**src/rtl/devilstand_pkg.sv**
```systemverilog
// Shared types and constants for the devilstand sprite path.
package devilstand_pkg;

    localparam int SCREEN_W = 640;
    localparam int SCREEN_H = 480;

    localparam logic [3:0] TRANSPARENT_IDX = 4'h0;

    typedef logic [9:0] coord_t;

    typedef enum logic [1:0] {
        OFF    = 2'd0,
        ARMED  = 2'd1,
        ACTIVE = 2'd2
    } fetch_state_t;

endpackage

```
**src/rtl/devilstand_anim_ctr.sv**
```systemverilog
// Animation frame counter: advances one sprite frame every ANIM_DIV video frames.
module devilstand_anim_ctr #(
    parameter int FRAMES   = 4,
    parameter int ANIM_DIV = 8,
    parameter int FW       = (FRAMES > 1) ? $clog2(FRAMES) : 1
) (
    input  logic          clk,
    input  logic          reset_n,
    input  logic          clear,
    input  logic          advance,
    output logic [FW-1:0] anim_frame
);

    localparam int DW = (ANIM_DIV > 1) ? $clog2(ANIM_DIV) : 1;

    logic [DW-1:0] div_cnt;

    always_ff @(posedge clk or negedge reset_n) begin
        if (!reset_n) begin
            div_cnt    <= '0;
            anim_frame <= '0;
        end else if (clear) begin
            div_cnt    <= '0;
            anim_frame <= '0;
        end else if (advance) begin
            if (div_cnt == DW'(ANIM_DIV - 1)) begin
                div_cnt    <= '0;
                anim_frame <= (anim_frame == FW'(FRAMES - 1)) ? '0 : anim_frame + 1'b1;
            end else begin
                div_cnt <= div_cnt + 1'b1;
            end
        end
    end

endmodule

```
**src/rtl/devilstand_sprite_fetch.sv**
```systemverilog
// Per-pixel sprite fetch: scan position -> sprite ROM address -> palette index/hit,
// two clocks from draw_x/draw_y to index_out/hit.
module devilstand_sprite_fetch
    import devilstand_pkg::*;
#(
    parameter int SPRITE_W = 64,
    parameter int SPRITE_H = 64,
    parameter int FRAMES   = 4,
    parameter int ANIM_DIV = 8,
    parameter int ADDR_W   = $clog2(FRAMES * SPRITE_W * SPRITE_H)
) (
    input  logic              clk,
    input  logic              reset_n,
    input  logic              enable,
    input  logic              frame_start,
    input  logic              pix_valid,
    input  coord_t            draw_x,
    input  coord_t            draw_y,
    input  coord_t            sprite_x,
    input  coord_t            sprite_y,
    input  logic              flip,
    output logic [ADDR_W-1:0] rom_addr,
    input  logic [3:0]        rom_data,
    output logic [3:0]        index_out,
    output logic              hit,
    output logic              valid_out,
    output fetch_state_t      dbg_state
);

    localparam int FW       = (FRAMES > 1) ? $clog2(FRAMES) : 1;
    localparam int FRAME_SZ = SPRITE_W * SPRITE_H;

    fetch_state_t      state;
    coord_t            sx, sy;
    logic              flip_s;
    logic [FW-1:0]     anim_frame;
    logic              capture, anim_clear, anim_advance;
    coord_t            dx, dy, col;
    logic              in_box;
    logic [ADDR_W-1:0] addr_next;
    logic              in_box_d1, pv_d1;

    assign dbg_state    = state;
    assign capture      = enable && frame_start && (state == ARMED || state == ACTIVE);
    assign anim_clear   = enable && frame_start && (state == ARMED);
    assign anim_advance = enable && frame_start && (state == ACTIVE);

    always_ff @(posedge clk or negedge reset_n) begin
        if (!reset_n) begin
            state <= OFF;
        end else if (!enable) begin
            state <= OFF;
        end else begin
            case (state)
                OFF:     state <= ARMED;
                ARMED:   if (frame_start) state <= ACTIVE;
                ACTIVE:  state <= ACTIVE;
                default: state <= OFF;
            endcase
        end
    end

    // Shadow copies keep the sprite still for a whole frame even if the CPU moves it mid-scan.
    always_ff @(posedge clk or negedge reset_n) begin
        if (!reset_n) begin
            sx     <= '0;
            sy     <= '0;
            flip_s <= 1'b0;
        end else if (capture) begin
            sx     <= sprite_x;
            sy     <= sprite_y;
            flip_s <= flip;
        end
    end

    devilstand_anim_ctr #(
        .FRAMES   (FRAMES),
        .ANIM_DIV (ANIM_DIV),
        .FW       (FW)
    ) u_anim_ctr (
        .clk        (clk),
        .reset_n    (reset_n),
        .clear      (anim_clear),
        .advance    (anim_advance),
        .anim_frame (anim_frame)
    );

    // Unsigned wrap makes pixels left of / above the sprite look huge, so one compare suffices.
    always_comb begin
        dx        = draw_x - sx;
        dy        = draw_y - sy;
        col       = flip_s ? coord_t'(SPRITE_W - 1) - dx : dx;
        in_box    = (32'(dx) < 32'(SPRITE_W)) && (32'(dy) < 32'(SPRITE_H))
                    && pix_valid && (state == ACTIVE);
        addr_next = ADDR_W'(anim_frame) * ADDR_W'(FRAME_SZ)
                  + ADDR_W'(dy) * ADDR_W'(SPRITE_W)
                  + ADDR_W'(col);
    end

    // rom_data is expected valid in the cycle after each rom_addr update.
    always_ff @(posedge clk or negedge reset_n) begin
        if (!reset_n) begin
            rom_addr  <= '0;
            in_box_d1 <= 1'b0;
            pv_d1     <= 1'b0;
            index_out <= TRANSPARENT_IDX;
            hit       <= 1'b0;
            valid_out <= 1'b0;
        end else begin
            if (in_box)
                rom_addr <= addr_next;
            in_box_d1 <= in_box && enable;
            pv_d1     <= pix_valid;
            index_out <= (in_box_d1 && enable) ? rom_data : TRANSPARENT_IDX;
            hit       <= in_box_d1 && enable && (rom_data != TRANSPARENT_IDX);
            valid_out <= pv_d1;
        end
    end

endmodule

```
**config.mk**
```make
export PLATFORM = sky130hd
export DESIGN_NAME = devilstand_sprite_fetch
export DESIGN_NICKNAME = d
export VERILOG_FILES = /design/src/rtl/devilstand_pkg.sv /design/src/rtl/devilstand_anim_ctr.sv /design/src/rtl/devilstand_sprite_fetch.sv
export SDC_FILE = /design/constraint.sdc
export NUM_CORES = 1
export LEC_CHECK = 0
export CAP_MARGIN = 10
export CORE_MARGIN = 2
export CORE_UTILIZATION = 40
export DETAILED_ROUTE_END_ITERATION = 8
export GPL_ROUTABILITY_DRIVEN = 0
export GPL_TIMING_DRIVEN = 1
export HOLD_SLACK_MARGIN = 0.03
export MAX_ROUTING_LAYER = met4
export PLACE_DENSITY = 0.65
export SYNTH_ARGS = -nofsm -noshare
export SYNTH_HDL_FRONTEND = slang
export SYNTH_HIERARCHICAL = 1
export SYNTH_SLANG_ARGS = --single-unit
```
**constraint.sdc**
```tcl
create_clock -name clk -period 9.1 [get_ports clk]
set_input_delay 1.82 -clock clk [delete_from_list [all_inputs] [get_ports clk]]
set_output_delay 1.82 -clock clk [all_outputs]
set_load 0.005 [all_outputs]
```
==> impl_metrics.csv, run 1 <==
group,metric,value,unit
global_routing,grt.overflow.total,0,
power,leakage,1.89,nW
yosys,yosysSeqAreaShare,0.398,
worst_setup_path,ff2ff_setup_slack,5.02,ns
worst_setup_path,crit_type,"in -> reg",
global_routing,grt_max_degree,51,
global_routing,antenna_found_initial,0,
routing,routed-wl-met3,174,um
layout,drive_gt1_frac,0.148,
routing,top_layer_used,"met4",
worst_setup_path,path_common_cell,"ha_1",
yosys,syn_avg_cell_area,11.1,sq um
sta,maxSlewViolCount,0,
placed_design,dp_hpwl,4610,um
routing,drtPass1Iterations,4,
status,status,"completed",
clocking,cts_tree,"done",
routing,drc,0,
worst_setup_path,crit_path_top_delay_cell,"clkdlybuf4s50_1",
routing,avgRoutedWirePerCell,12.9,um
sta,hold_violations,0,
routing,drt_iter0_markers,50,
worst_setup_path,startpoint_type,"input port",
die,fp.dieH,92.6,um
sta,clock.fmax,0.175,GHz
yosys,ys_ff_latch,50,
routing,final_antenna_net_count,0,
sta,skew,0.0100,ns
worst_setup_path,reg2regPathDepth,19,
sta,grt_setup_unrepaired,"false",
worst_setup_path,cp_max_fo,3,
clocking,post_cts_buffers,0,
layout,final_cell_mix,"70 x clkdlybuf4s50_1, 50 x dfrtp_1, 35 x mux2_2",
sta,setup_violations,0,
sta,tightestPinTransition,1.12,ns
global_routing,grt_pass1_vias,2245,
yosys,async_reset_ff_frac,1.00,
worst_setup_path,timing.critical_path.to_type,"register",
worst_setup_path,worstReg2RegStart,"sx[0]",
sta,fin_crit,5.70,ns
clocking,cts.repair.resized,0,
clocking,worstSkewPairLatency,0.31,ns
routing,dr_wl_met2,2900,um
global_routing,grt_first_pass_wirelength,10100,um
routing,wl,5920,um
layout,final_common_cell,"clkdlybuf4s50_1",
placed_design,place_area,3940,sq um
yosys,ys_types,43,
layout,n_fill_cell,708,
clocking,cts-htree-levels,2,
yosys,synth_edf_count,0,
die,fp.dieW,92.6,um
die,io_pins,72,
yosys,syn_nets,367,
worst_setup_path,cp.required,9.30,ns
power,peakVddDrop,117,uV
layout,design_area,4040,sq um
clocking,clock-sinks,50,
clocking,cts_buffers,5,
global_routing,track_usage,0.149,
worst_setup_path,r2r-end,"rom_addr[13]",
routing,dr_total_vias,2240,
clocking,cts_buffer_depth,2,
layout,area_growth,28.5,%
layout,num_antenna_cells,0,
sta,fin_setup_tns,0,ns
yosys,synthFlopType,"dfrtp_1",
sta,maxSlewHeadroom,0.252,
clocking,clk_pin_slew,0.10,ns
die,rows,32,
placed_design,io_buffers,71,
min_path,whs_endpoint,"valid_out",
clocking,hold_buffers,0,
yosys,syn_inst,284,
yosys,synthesis.area,3140,sq um
die,start_util,0.409,
die,die-area,8580,sq um
min_path,hold_start,"pv_d1",
yosys,synth_warnings,6,
worst_setup_path,worstPathArrival,5.90,ns
worst_setup_path,crit_path_cell_trace,"clkdlybuf4s50_1, inv_1, ha_1, fa_1, nand3b_1, a21boi_0, o21ai_0, nand2b_1, xor2_1, inv_1, ha_1, nand2_1, o21ai_0, ha_1, a21o_1, a21oi_1, nor2b_1, o21a_1, a31oi_1, xnor2_1, mux2_2",
min_path,hold_class,"reg -> reg",
worst_setup_path,critical-path-top-delay-family,"adder cells",
routing,wl_met1,2790,um
layout,nets,439,
worst_setup_path,max_stage_delay,0.46,ns
routing,viasPerCell,4.88,
clocking,cts-root-buf,"clkbuf_8",
worst_setup_path,critical_path_buf_inv_count,3,
power,pwr_density_cell,311,nW/um^2
sta,timing.final.crit_share,0.626,
flow_run,max-cap-violations,0,
min_path,whs_path_depth,0,
die,core,7690,sq um
[per-layer routing]
layer / vias up / track usage
met1: 1076 / 0.192
met3: 5 / 0.0260
li1: 1130 / -
met5: - / -
met4: 0 / 0.0404
met2: 29 / 0.246
[power by group]
group / switching (mW) / internal, mW
clock: 0.0830 / 0.0577
sequential: 0.0418 / 0.283
combinational: 0.388 / 0.404
[through the flow]
step | utilization | hold slack (ns) | std cells | total power [mW] | setup WS [ns]
global placement | 0.513 | 0.336 | 451 | 1.11 | 3.12
finish | 0.526 | 0.370 | 459 | 1.26 | 3.40
detailed placement | 0.513 | 0.339 | 451 | 1.12 | 3.04
CTS | 0.526 | 0.373 | 459 | 1.27 | 3.38
global route | 0.526 | 0.389 | 459 | 1.39 | 3.05
floorplan | - | 0.331 | 284 | 0.953 | 3.81
[worst max-delay path by stage]
stage                     startpoint  cells past startpoint           end  slack [ns]
final                      draw_x[0]                     21  rom_addr[13]        3.40
after global routing       draw_x[0]                     21  rom_addr[13]        3.05
after CTS                  draw_x[0]                     21  rom_addr[13]        3.38
after detailed placement   draw_x[0]                     21  rom_addr[13]        3.04
after global placement     draw_x[0]                     21  rom_addr[13]        3.12
after floorplan            draw_x[0]                     20  rom_addr[13]        3.81
[area by class of cell]
type,count,area [sq um],share of cell area
Timing Repair Buffer,72,713,0.177
Sequential cell,50,1250,0.310
Inverter,27,101,0.0251
Tap cell,102,128,0.0316
Clock buffer,5,68.8,0.0170
Clock inverter,3,28.8,0.00712
Multi-Input combinational cell,200,1750,0.433
[cells by family (layout without fill, tap and decap cells)]
family / count (synthesis) / count (layout) / synth area share
DFF: 50 / 50 / 0.398
muxes: 38 / 38 / 0.135
and+or+nand+nor: 54 / 54 / 0.100
adders and majority gates: 33 / 33 / 0.139
xor gates and xnor gates: 30 / 30 / 0.0836
buffers and inverters: 34 / 107 / 0.0454
AOI/OAI and AO/OA: 45 / 45 / 0.0991
[registers in the layout (all words and copies together) (netlist names)]
name	cells
dbg_state	2
flip_s	1
hit	1
in_box_d1	1
index_out	4
pv_d1	1
rom_addr	14
sx	10
sy	10
u_anim_ctr/anim_frame	2
u_anim_ctr/div_cnt	3
valid_out	1
[Yosys cell counts (all sizes together), types with 4 or more instances]
library cell	count	area [sq um]
dfrtp	50	1250
mux2	35	394
ha	30	375
inv	27	101
xnor2	19	166
a21oi	15	78.8
xor2	11	96.3
nor2	10	37.5
nand2	9	33.8
and3	7	43.8
a21o	6	45.0
nand3	5	25.0
nor2b	5	38.8
clkbuf	4	15.0
nand2b	4	25.0
nor4	4	40.0
o21a	4	30.0
o21ai	4	20.0
Note: power is estimated with default switching activity, not from simulation.
==> run 2, diff against run 1 <==
Clock period 9.1 ns to 5.39 ns, I/O delays scaled along.
==> run 2 against run 1 <==
Against the previous run:
- utilization up 0.72 points
- clock power up 130%
- clock skew grew 0.0029 ns
- final cell count is 0.44% higher
- routed wire length rose by 0.81%
- largest cell class unchanged
- via count is 2.0% lower
- die area unchanged
==> impl_metrics.csv, run 2 (synthesis results as in run 1) <==
group,metric,value,unit
routing,avgRoutedWirePerCell,12.9,um
power,p_total,2.21,mW
layout,final_cell_mix,"70 x clkdlybuf4s50_1, 50 x dfrtp_1, 35 x mux2_2",
routing,drtPass1Iterations,4,
power,pwr_density_cell,540,nW/um^2
layout,drive_gt1_frac,0.153,
sta,whs,0.381,ns
layout,design_area,4100,sq um
layout,stdcell_count,461,
global_routing,track_usage,0.149,
layout,reg.largest.list,"rom_addr (14), sx (10), sy (10)",
clocking,cts-root-buf,"clkbuf_8",
routing,viasPerCell,4.76,
clocking,hold_buffers,0,
sta,hold_violations,0,
worst_setup_path,timing.critical_path.to_type,"register",
worst_setup_path,path_common_cell,"ha_1",
sta,tightestPinTransition,1.09,ns
worst_setup_path,crit_path_start,"draw_x[0]",
clocking,worstSkewPairLatency,0.31,ns
global_routing,grt_max_degree,51,
worst_setup_path,cp.required,5.59,ns
routing,wl,5970,um
worst_setup_path,worstReg2RegStart,"sx[0]",
worst_setup_path,ff2ff_setup_slack,1.42,ns
worst_setup_path,cp_max_fo,2,
clocking,cts_buffers,5,
die,io_pins,72,
worst_setup_path,crit_path_cell_trace,"clkdlybuf4s50_1, inv_1, ha_1, fa_1, nand3b_1, a21boi_0, o21ai_0, nand2b_1, xor2_1, inv_1, ha_1, nand2_1, o21ai_0, ha_1, a21o_1, a21oi_1, nor2b_1, o21a_1, a31oi_1, xnor2_1, mux2_2",
clocking,cts_buffer_depth,2,
layout,area_growth,30.3,%
clocking,cts_tree,"done",
sta,maxSlewViolCount,0,
global_routing,antenna_found_initial,0,
status,status,"completed",
die,fp.dieH,92.6,um
clocking,clk_pin_slew,0.09,ns
layout,largest_register,"rom_addr",
placed_design,dp_hpwl,4580,um
sta,fin_setup_tns,0,ns
sta,setup_violations,0,
min_path,whs_path_depth,0,
die,core,7690,sq um
placed_design,place_area,3960,sq um
sta,fin_crit,4.86,ns
routing,final_antenna_net_count,0,
sta,clock.fmax,0.206,GHz
sta,timing.final.crit_share,0.902,
clocking,cts.repair.resized,0,
sta,setup_ws,0.529,ns
min_path,hold_class,"reg -> reg",
sta,grt_setup_unrepaired,"false",
worst_setup_path,crit_path_top_delay_cell,"clkdlybuf4s50_1",
clocking,cts-htree-levels,2,
placed_design,io_buffers,71,
worst_setup_path,r2r-end,"rom_addr[13]",
worst_setup_path,worstPathArrival,5.06,ns
placed_design,dp_cells,453,
routing,dr_total_vias,2196,
clocking,clock-sinks,50,
die,rows,32,
worst_setup_path,crit_type,"in -> reg",
die,start_util,0.409,
layout,final_util,0.533,
worst_setup_path,startpoint_type,"input port",
sta,maxSlewHeadroom,0.269,
flow_run,max-cap-violations,0,
worst_setup_path,max_stage_delay,0.46,ns
global_routing,grt_first_pass_wirelength,9860,um
placed_design,place_ws,0.203,ns
worst_setup_path,worstSetupEndpoint,"rom_addr[13]",
sta,skew,0.0130,ns
die,fp.dieW,92.6,um
global_routing,grt_pass1_vias,2143,
power,leakage,1.92,nW
routing,drc,0,
layout,final_common_cell,"clkdlybuf4s50_1",
die,die-area,8580,sq um
layout,largest_reg_flops,14,
layout,n_fill_cell,718,
global_routing,grt.overflow.total,0,
layout,num_antenna_cells,0,
clocking,post_cts_buffers,0,
routing,drt_iter0_markers,35,
power,peakVddDrop,208,uV
layout,nets,441,
worst_setup_path,reg2regPathDepth,19,
-- run 2: per-layer routing --
metal	up-vias	track usage	routed length, um
met4	0	0.0502	97
met2	31	0.232	2840
met5	-	-	0
met1	1026	0.198	2860
met3	8	0.0277	173
li1	1131	-	-
-- run 2: area by class of cell --
cell class / instances / area (sq um) / area share
inverters: 27 / 101 / 0.0247
multi-input cells: 200 / 1750 / 0.427
flip-flops and latches: 50 / 1250 / 0.306
well taps: 102 / 128 / 0.0312
clock buffers: 5 / 68.8 / 0.0168
clock inverters: 3 / 68.8 / 0.0168
repair buffers: 74 / 728 / 0.178
-- run 2: how the worst min path moves through the flow --
stage | start | to
after floorplan | pv_d1 | valid_out
after detailed placement | pv_d1 | valid_out
after global placement | pv_d1 | valid_out
after global routing | pv_d1 | valid_out
final | pv_d1 | valid_out
after CTS | pv_d1 | valid_out
-- run 2: worst max-delay path: cells and delay by family --
family | cells | cell delay [ns]
multiplexers | 1 | 0.26
AND/OR/NAND/NOR | 4 | 0.41
XOR/XNOR | 2 | 0.26
AO/OA/AOI/OAI | 7 | 1.23
adder cells (fa/ha/maj) | 4 | 1.25
buffers and inverters | 3 | 0.56
-- run 2: power breakdown --
part / leakage, nW / internal, mW / switching [mW]
clock network: 0.0683 / 0.186 / 0.132
logic: 1.21 / 0.691 / 0.655
registers: 0.647 / 0.478 / 0.0694
total: 1.92 / 1.35 / 0.856
==> run 3, diff against run 2 <==
Settings changed: ABC_AREA set to 1, PLACE_DENSITY 0.65 to 0.64.
==> run 3 against run 2 <==
Against the previous run:
- register-to-register slack improved by 0.71 ns
- synthesized cell count increased by 57%
- final cell count increased by 35%
- via count increased by 33%
- non-clock buffer count decreased by 1
- flip-flop and latch count unchanged
==> impl_metrics.csv, run 3 <==
group,metric,value,unit
yosys,ys_types,33,
yosys,synth_commonest_cells,"121 x nand2_1, 71 x inv_1, 50 x dfrtp_1",
yosys,yosysSeqAreaShare,0.367,
worst_setup_path,worstReg2RegStart,"sx[0]",
yosys,synthesis.area,3410,sq um
worst_setup_path,crit_path_start,"draw_x[0]",
routing,dr_total_vias,2923,
clocking,cts_tree,"done",
yosys,syn_nets,528,
die,die-area,9290,sq um
yosys,async_reset_ff_frac,1.00,
global_routing,grt_first_pass_wirelength,12300,um
clocking,clk_pin_slew,0.09,ns
worst_setup_path,worstPathArrival,4.33,ns
placed_design,dp_hpwl,5610,um
global_routing,track_usage,0.171,
die,io_pins,72,
die,core,8260,sq um
layout,final_cell_mix,"121 x nand2_1, 71 x inv_1, 70 x clkdlybuf4s50_1",
global_routing,grt_max_degree,51,
yosys,synth.most_common_cell,"nand2_1",
sta,maxSlewViolCount,0,
layout,reg.largest.list,"rom_addr (14), sx (10), sy (10)",
worst_setup_path,cp.required,5.59,ns
yosys,synthFlopType,"dfrtp_1",
clocking,cts-htree-levels,2,
routing,viasPerCell,4.70,
yosys,syn_inst,445,
power,peakVddDrop,197,uV
layout,largest_register,"rom_addr",
layout,final_common_cell,"nand2_1",
sta,setup_ws,1.26,ns
yosys,synth.top_cell.area_share,0.367,
layout,largest_reg_flops,14,
routing,final_antenna_net_count,0,
clocking,cts_buffer_depth,2,
yosys,synth_warnings,6,
layout,stdcell_count,622,
clocking,cts.repair.resized,0,
layout,num_antenna_cells,0,
die,fp.dieW,96.4,um
placed_design,io_buffers,71,
global_routing,antenna_found_initial,0,
clocking,clock-sinks,50,
die,start_util,0.413,
sta,fin_crit,4.13,ns
sta,tightestPinTransition,0.629,ns
placed_design,dp_cells,614,
worst_setup_path,crit_type,"in -> reg",
power,pwr_density_cell,499,nW/um^2
yosys,ys_ff_latch,50,
sta,clock.fmax,0.242,GHz
clocking,cts_buffers,5,
sta,grt_setup_unrepaired,"false",
min_path,hold_class,"reg -> reg",
clocking,hold_buffers,0,
routing,drtPass1Iterations,4,
worst_setup_path,startpoint_type,"input port",
sta,maxSlewHeadroom,0.581,
clocking,post_cts_buffers,0,
yosys,synth_area_leaders,"dfrtp_1 37%, nand2_1 13%, ha_1 11%, inv_1 7.8%, nor2_1 4.3%",
placed_design,place_area,4210,sq um
global_routing,grt_pass1_vias,2851,
sta,timing.final.crit_share,0.767,
sta,hold_violations,0,
clocking,cts-root-buf,"clkbuf_8",
global_routing,grt.overflow.total,0,
sta,fin_setup_tns,0,ns
clocking,worstSkewPairLatency,0.30,ns
routing,avgRoutedWirePerCell,11.4,um
routing,wl,7080,um
placed_design,place_ws,0.951,ns
yosys,syn_avg_cell_area,7.67,sq um
worst_setup_path,timing.critical_path.to_type,"register",
routing,drc,0,
layout,area_growth,26.8,%
power,leakage,2.30,nW
layout,design_area,4330,sq um
sta,setup_violations,0,
yosys,synth_edf_count,0,
sta,skew,0.00656,ns
die,fp.dieH,96.4,um
layout,nets,599,
routing,drt_iter0_markers,96,
layout,drive_gt1_frac,0.0561,
yosys,synth.largest_area_cell,"dfrtp_1",
status,status,"completed",
worst_setup_path,cp_max_fo,3,
flow_run,max-cap-violations,0,
min_path,hold_start,"pv_d1",
die,rows,33,
run 3: metrics by stage:
stage               power (mW)  hold WS, ns  utilization
floorplan                 1.58        0.331            -
global placement          1.84        0.336        0.510
detailed placement        1.89        0.335        0.510
CTS                       2.18        0.356        0.524
global route              2.41        0.361        0.524
finish                    2.16        0.355        0.524
run 3: worst paths after layout:
path | end | slack, ns | cells past startpoint
setup / recovery | rom_addr[13] | 1.26 | 22
hold / removal | valid_out | 0.35 | 0
setup reg to reg | rom_addr[13] | 2.13 | 20
hold reg to reg | valid_out | 0.35 | 0
max in group asynchronous | in_box_d1 | 4.10 | 2
min in group asynchronous | sx[4] | 0.86 | 2
run 3: power breakdown:
part	internal, mW	switching, mW	leakage (nW)
sequential	0.466	0.0512	0.625
combinational	0.554	0.822	1.63
clock	0.138	0.128	0.0504
total	1.16	1.00	2.30
run 3: per-layer routing:
layer,global-route usage,vias to the layer above,share of wire
met5,-,-,0
met4,0.0552,0,0.013
met3,0.0256,8,0.039
met2,0.282,60,0.46
met1,0.217,1314,0.49
li1,-,1541,-
run 3: final cells by class:
type                            count  area, sq um
Clock buffer                        5         68.8
Clock inverter                      3         45.0
Fill cell                         813         3930
Inverter                           71          267
Multi-Input combinational cell    315         1840
Sequential cell                    50         1250
Tap cell                          105          131
Timing Repair Buffer               73          721
run 3: worst max-delay path: stages:
cell and delay, ns:
clkdlybuf4s50_1 0.45, inv_1 0.04, ha_1 0.22, fa_1 0.42
o21ai_2 0.21, nand2_1 0.09, nand3_1 0.07, nand2_1 0.05
nand2_1 0.10, ha_1 0.24, nand2_1 0.06, o21ai_0 0.17
ha_1 0.35, nand3_1 0.07, nand2_1 0.12, a21oi_1 0.08
nor2_1 0.16, nand3_1 0.12, nand3_1 0.10, nand2_1 0.05
nand2_1 0.06, nand2_1 0.04
run 3: cells by family after synthesis:
family          after synthesis  share of synthesized area
compound gates               42                     0.0715
xor+xnor                     20                     0.0513
fa+ha+maj                    33                      0.128
buf+inv                      80                     0.0931
flops                        50                      0.367
mux                           4                     0.0132
simple gates                216                      0.277
